$ cat src/rtl/fifo_pkg.sv
// Shared FIFO constants used by the controller, the memory array and the wrapper.
package fifo_pkg;

    localparam int FIFO_PTR_W  = 3;
    localparam int FIFO_DEPTH  = 2 ** FIFO_PTR_W;
    localparam int FIFO_DATA_W = 10;

endpackage : fifo_pkg

$ cat src/rtl/fifo_ptr.sv
// Wrap-around pointer with enable: advances by one on each enabled rising edge.
module fifo_ptr
    import fifo_pkg::*;
#(
    parameter int width = FIFO_PTR_W
) (
    input  logic             clk,
    input  logic             reset,
    input  logic             i_en,
    output logic [width-1:0] o_ptr
);

    logic [width-1:0] r_ptr;

    // NOTE: non-blocking so every register sampled at this edge sees the pre-edge state.
    always_ff @(posedge clk or negedge reset) begin
        if (!reset) begin
            r_ptr <= '0;
        end else if (i_en) begin
            r_ptr <= r_ptr + width'(1);
        end
    end

    assign o_ptr = r_ptr;

endmodule : fifo_ptr

$ cat src/rtl/fifo_ctrl.sv
// FIFO control: read/write pointers, occupancy count, status flags and sticky error.
module fifo_ctrl
    import fifo_pkg::*;
#(
    parameter int ptr_width   = FIFO_PTR_W,
    parameter int count_width = ptr_width + 1
) (
    input  logic                   clk,
    input  logic                   reset,
    input  logic                   push,
    input  logic                   pop,
    input  logic [count_width-1:0] umbral_alto,
    input  logic [count_width-1:0] umbral_bajo,
    output logic                   wr_enable,
    output logic                   rd_enable,
    output logic [ptr_width-1:0]   wr_ptr,
    output logic [ptr_width-1:0]   rd_ptr,
    output logic [count_width-1:0] fifo_count,
    output logic                   full,
    output logic                   empty,
    output logic                   almost_full,
    output logic                   almost_empty,
    output logic                   error
);

    localparam logic [count_width-1:0] DEPTH = count_width'(2 ** ptr_width);

    logic [count_width-1:0] r_count;
    logic                   r_error;
    logic                   w_full;
    logic                   w_empty;
    logic                   w_rd_en;
    logic                   w_wr_en;
    logic                   w_overflow;
    logic                   w_underflow;

    assign w_full  = (r_count == DEPTH);
    assign w_empty = (r_count == '0);

    // A pop at full frees the slot the concurrent push writes into.
    assign w_rd_en = pop & ~w_empty;
    assign w_wr_en = push & (~w_full | w_rd_en);

    assign w_overflow  = push & w_full & ~pop;
    assign w_underflow = pop & w_empty;

    fifo_ptr #(.width(ptr_width)) u_wr_ptr (
        .clk   (clk),
        .reset (reset),
        .i_en  (w_wr_en),
        .o_ptr (wr_ptr)
    );

    fifo_ptr #(.width(ptr_width)) u_rd_ptr (
        .clk   (clk),
        .reset (reset),
        .i_en  (w_rd_en),
        .o_ptr (rd_ptr)
    );

    always_ff @(posedge clk or negedge reset) begin
        if (!reset) begin
            r_count <= '0;
        end else if (w_wr_en && !w_rd_en) begin
            r_count <= r_count + count_width'(1);
        end else if (!w_wr_en && w_rd_en) begin
            r_count <= r_count - count_width'(1);
        end
    end

    always_ff @(posedge clk or negedge reset) begin
        if (!reset) begin
            r_error <= 1'b0;
        end else if (w_overflow || w_underflow) begin
            r_error <= 1'b1;
        end
    end

    assign wr_enable    = w_wr_en;
    assign rd_enable    = w_rd_en;
    assign fifo_count   = r_count;
    assign full         = w_full;
    assign empty        = w_empty;
    assign almost_full  = (r_count >= umbral_alto);
    assign almost_empty = (r_count <= umbral_bajo);
    assign error        = r_error;

endmodule : fifo_ctrl
$ cat config.mk
export PLATFORM = sky130hd
export DESIGN_NAME = fifo_ctrl
export DESIGN_NICKNAME = d
export VERILOG_FILES = /design/src/rtl/fifo_pkg.sv /design/src/rtl/fifo_ptr.sv /design/src/rtl/fifo_ctrl.sv
export SDC_FILE = /design/constraint.sdc
export NUM_CORES = 1
export LEC_CHECK = 0
export ABC_CLOCK_PERIOD_IN_PS = 3400
export CAP_MARGIN = 40
export CORE_MARGIN = 1
export CORE_UTILIZATION = 47
export DETAILED_ROUTE_END_ITERATION = 8
export GPL_ROUTABILITY_DRIVEN = 1
export PLACE_DENSITY = 0.91
export SYNTH_ARGS = -nofsm -noshare
export SYNTH_HDL_FRONTEND = slang
export SYNTH_SLANG_ARGS = --single-unit
$ cat constraint.sdc
create_clock -name clk -period 3.4 [get_ports clk]
set_input_delay 0.51 -clock clk [delete_from_list [all_inputs] [get_ports clk]]
set_output_delay 0.51 -clock clk [all_outputs]
set_load 0.1 [all_outputs]
==> summary.md <==
| Metric | Value |
|---|---|
| Result of the run | completed |
| Post-Route WL | 2350 um |
| Net count of the mapped netlist | around 100 |
| Final Core Density | 82.3% |
| Maximum number of pins on one net before global-route repair | 12 |
| Combined global-route utilization of all metal layers | 29.7% |
| Die span in y | about 43 um |
| Part of the Yosys area used for sequential elements | 34.4% |
| Cell count after synthesis | 78 |
| Detailed Route Iter0 Violations | 28 |
| DRC violation count after routing | 0 |
| Pre-Repair DR Iteration Count | 4 |
| Area added between synthesis and finish | 58.4% |
| Clock sink count | 11 |
| Clock Tree Root | sky130_fd_sc_hd__clkbuf_4 |
| Number of slew-limit violations in the final report | 0 |
| Number of global-route vias before repair | 793 |
| Launching element type of the critical path | input port |
| Fmax | 380 MHz |
| Area enclosed by the die boundary | ~0.0019 sq mm |
| Synthesized area | 801 sq um |
| Remaining antenna violation count after routing | 0 |
| Mean number of vias per cell | ~5.7 |
| Cell Count Post-Placement | between 100 and 150 |
| Number of distinct library cells after synthesis | 24 |
| Endpoint type of the worst setup path | flop |
| Relative slew margins | 65.8% |
| Type of the worst setup path | input port to flop |
| Clock-pin transition on the worst setup and hold timing paths | 0.07 ns |
| Placeable Area | around 0.0015 sq mm |
| Final period demand of the worst path | between 2 and 3 ns |
| HPWL after detailed placement | between 1500 and 2000 um |
| Count of port buffers added during placement | 28 |
| TritonCTS clock tree | done |
| YS warnings | 0 |
| Skew final | approximately 0.0052 ns |
| Total of endpoints with negative setup slack in the final report | 0 |
| Placer Congestion | around 0.82 |
| Initial antenna violation count | 0 |
| Net count reported at finish | 147 |
| Hold violation total from the final report | 0 |
| H-tree levels | 1 |
| Number of standard cells in the layout, taps in and fillers out | ~140 |
| Average wire per cell in the routed design | around 17 um |
| Flops & latches, synth | 11 |
| Ports placed on the boundary | 29 |
| Row cnt | 14 |
| Number of vias after detailed routing | 775 |
| Setup repair after global routing missed its margin | false |
| Final worst path period share | ~77% |
| Wire length of the first global-routing pass | ~3900 um |
| Max Cap Viol | 0 |
| Number of buffers created by CTS | 3 |
| Syn_area_per_cell | around 10 sq um |
| Number of buffers inserted by hold repair at cts | 0 |
| Congestion Overflow GR | 0 |
| Sum of negative setup slack | 0 ns |
| Width of the die | roughly 43 um |
| Number of cells upsized or downsized after cts | 0 |
| Kind of path behind the tightest hold check | flop to flop |
| Insertion delay to the later sink of the worst-skew pair | between 0.2 and 0.3 ns |
| Post-CTS setup buffers | 0 |
| Worst-margin pin slew | just over 0.5 ns |
| Arrival time at the worst endpoint | between 2 and 3 ns |
| Top fanout value on the critical path | 5 |
| Worst endpoint required time | ~3.6 ns |
| Initial cell density of the core | between 50% and 60% |
| Proportion of layout cells with a drive suffix above 1 | 28.3% |
| Inserted Diodes | 0 |
| Clock tree buffer depth | 2 |
-- cell usage after synthesis --
cell                       instances  share of area, %
sky130_fd_sc_hd__a21boi_0          1              0.94
sky130_fd_sc_hd__a21o_1            1              0.94
sky130_fd_sc_hd__a21oi_1           5               3.1
sky130_fd_sc_hd__a31oi_4           1               2.7
sky130_fd_sc_hd__and2_2            1              0.94
sky130_fd_sc_hd__and3_1            1              0.78
sky130_fd_sc_hd__dfrtp_1          11                34
sky130_fd_sc_hd__fa_1              1               2.5
sky130_fd_sc_hd__ha_1             13                20
sky130_fd_sc_hd__inv_1            12               5.6
sky130_fd_sc_hd__inv_2             1              0.47
sky130_fd_sc_hd__mux2_2            2               2.8
sky130_fd_sc_hd__nand2_1           7               3.3
sky130_fd_sc_hd__nand2_2           1              0.78
sky130_fd_sc_hd__nand2b_4          1               1.7
sky130_fd_sc_hd__nand3_1           2               1.3
sky130_fd_sc_hd__nand4_1           1              0.78
sky130_fd_sc_hd__nor2_1            2              0.94
sky130_fd_sc_hd__nor3_4            1               2.0
sky130_fd_sc_hd__nor4_4            1               2.7
sky130_fd_sc_hd__o21ai_0           4               2.5
sky130_fd_sc_hd__o21bai_1          1              0.94
sky130_fd_sc_hd__xnor2_1           6               6.6
sky130_fd_sc_hd__xor2_1            1               1.1
-- per-layer routing --
layer  vias to the layer above  track usage (%)  share of wire [%]
li1                        343                -                  -
met1                       371             32.1                 37
met2                        48             50.7                 54
met3                        13             8.94                5.4
met4                         0             16.4                3.6
met5                         -                0                  0
-- logic make-up after synthesis --
kind of cell / share of synthesized area [%]
adders and majority gates: 22.8
muxes: 2.81
AOI/OAI and AO/OA: 11.1
and+or+nand+nor: 15.2
DFF: 34.4
buffers and inverters: 6.09
xor gates and xnor gates: 7.66
-- final cells by class --
type,instances,area (sq um)
Tap cell,16,20.0
Sequential cell,11,280
Timing Repair Buffer,38,413
Fill cell,87,273
Clock buffer,4,26.3
Inverter,13,48.8
Multi-Input combinational cell,54,480
-- worst max-delay path: stages --
cell	delay (ns)
sky130_fd_sc_hd__clkdlybuf4s50_1	0.55
sky130_fd_sc_hd__inv_1	0.12
sky130_fd_sc_hd__a31oi_4	0.23
sky130_fd_sc_hd__ha_1	0.19
sky130_fd_sc_hd__inv_1	0.10
sky130_fd_sc_hd__ha_1	0.36
sky130_fd_sc_hd__a21oi_1	0.25
sky130_fd_sc_hd__a21oi_1	0.13
sky130_fd_sc_hd__o21bai_1	0.21
sky130_fd_sc_hd__xnor2_1	0.16
-- sequential cells by signal, indices dropped and copies added (netlist names) --
name / cells
fifo_count: 4
u_rd_ptr.o_ptr: 3
u_wr_ptr.o_ptr: 3
error: 1
-- per-stage QoR --
step / hold WS [ns] / setup slack, ns / cell area, sq um
after floorplan: 0.214 / 0.0342 / 810
after global placement: 0.436 / 0.845 / 1090
after detailed placement: 0.473 / 0.634 / 1240
after CTS: 0.483 / 0.813 / 1270
after global routing: 0.501 / 0.685 / 1270
final: 0.496 / 0.767 / 1270
-- path summary, 6_finish.rpt --
check | endpoint | start | cells after the start | slack [ns]
worst max-delay path | fifo_count[3] | pop | 10 | 0.77
worst min register to register | u_rd_ptr.o_ptr[2] | u_rd_ptr.o_ptr[2] | 1 | 0.50
max in group asynchronous | fifo_count[0] | reset | 1 | 2.45
worst max register to register | fifo_count[3] | fifo_count[2] | 9 | 0.89
min in group asynchronous | u_wr_ptr.o_ptr[0] | reset | 1 | 0.57
worst min-delay path | u_rd_ptr.o_ptr[2] | u_rd_ptr.o_ptr[2] | 1 | 0.50
-- cells in the final DEF (no fill, tap or decap) --
cell type	netlist	routed
sky130_fd_sc_hd__a21boi_0	1	1
sky130_fd_sc_hd__a21o_1	1	1
sky130_fd_sc_hd__a21oi_1	5	4
sky130_fd_sc_hd__a21oi_2	0	1
sky130_fd_sc_hd__a31oi_4	1	1
sky130_fd_sc_hd__and2_2	1	1
sky130_fd_sc_hd__and3_1	1	1
sky130_fd_sc_hd__buf_4	0	7
sky130_fd_sc_hd__buf_8	0	10
sky130_fd_sc_hd__clkbuf_1	0	1
sky130_fd_sc_hd__clkbuf_4	0	3
sky130_fd_sc_hd__clkdlybuf4s50_1	0	21
sky130_fd_sc_hd__dfrtp_1	11	7
sky130_fd_sc_hd__dfrtp_2	0	4
sky130_fd_sc_hd__fa_1	1	1
sky130_fd_sc_hd__ha_1	13	13
sky130_fd_sc_hd__inv_1	12	12
sky130_fd_sc_hd__inv_2	1	1
sky130_fd_sc_hd__mux2_2	2	2
sky130_fd_sc_hd__nand2_1	7	7
sky130_fd_sc_hd__nand2_2	1	1
sky130_fd_sc_hd__nand2b_4	1	1
sky130_fd_sc_hd__nand3_1	2	2
sky130_fd_sc_hd__nand4_1	1	1
sky130_fd_sc_hd__nor2_1	2	2
sky130_fd_sc_hd__nor3_4	1	1
sky130_fd_sc_hd__nor4_4	1	1
sky130_fd_sc_hd__o21ai_0	4	4
sky130_fd_sc_hd__o21bai_1	1	1
sky130_fd_sc_hd__xnor2_1	6	6
sky130_fd_sc_hd__xor2_1	1	1
Power is not shown: default switching activity piles up to over one toggle a cycle in this logic, so the estimate is an artifact.
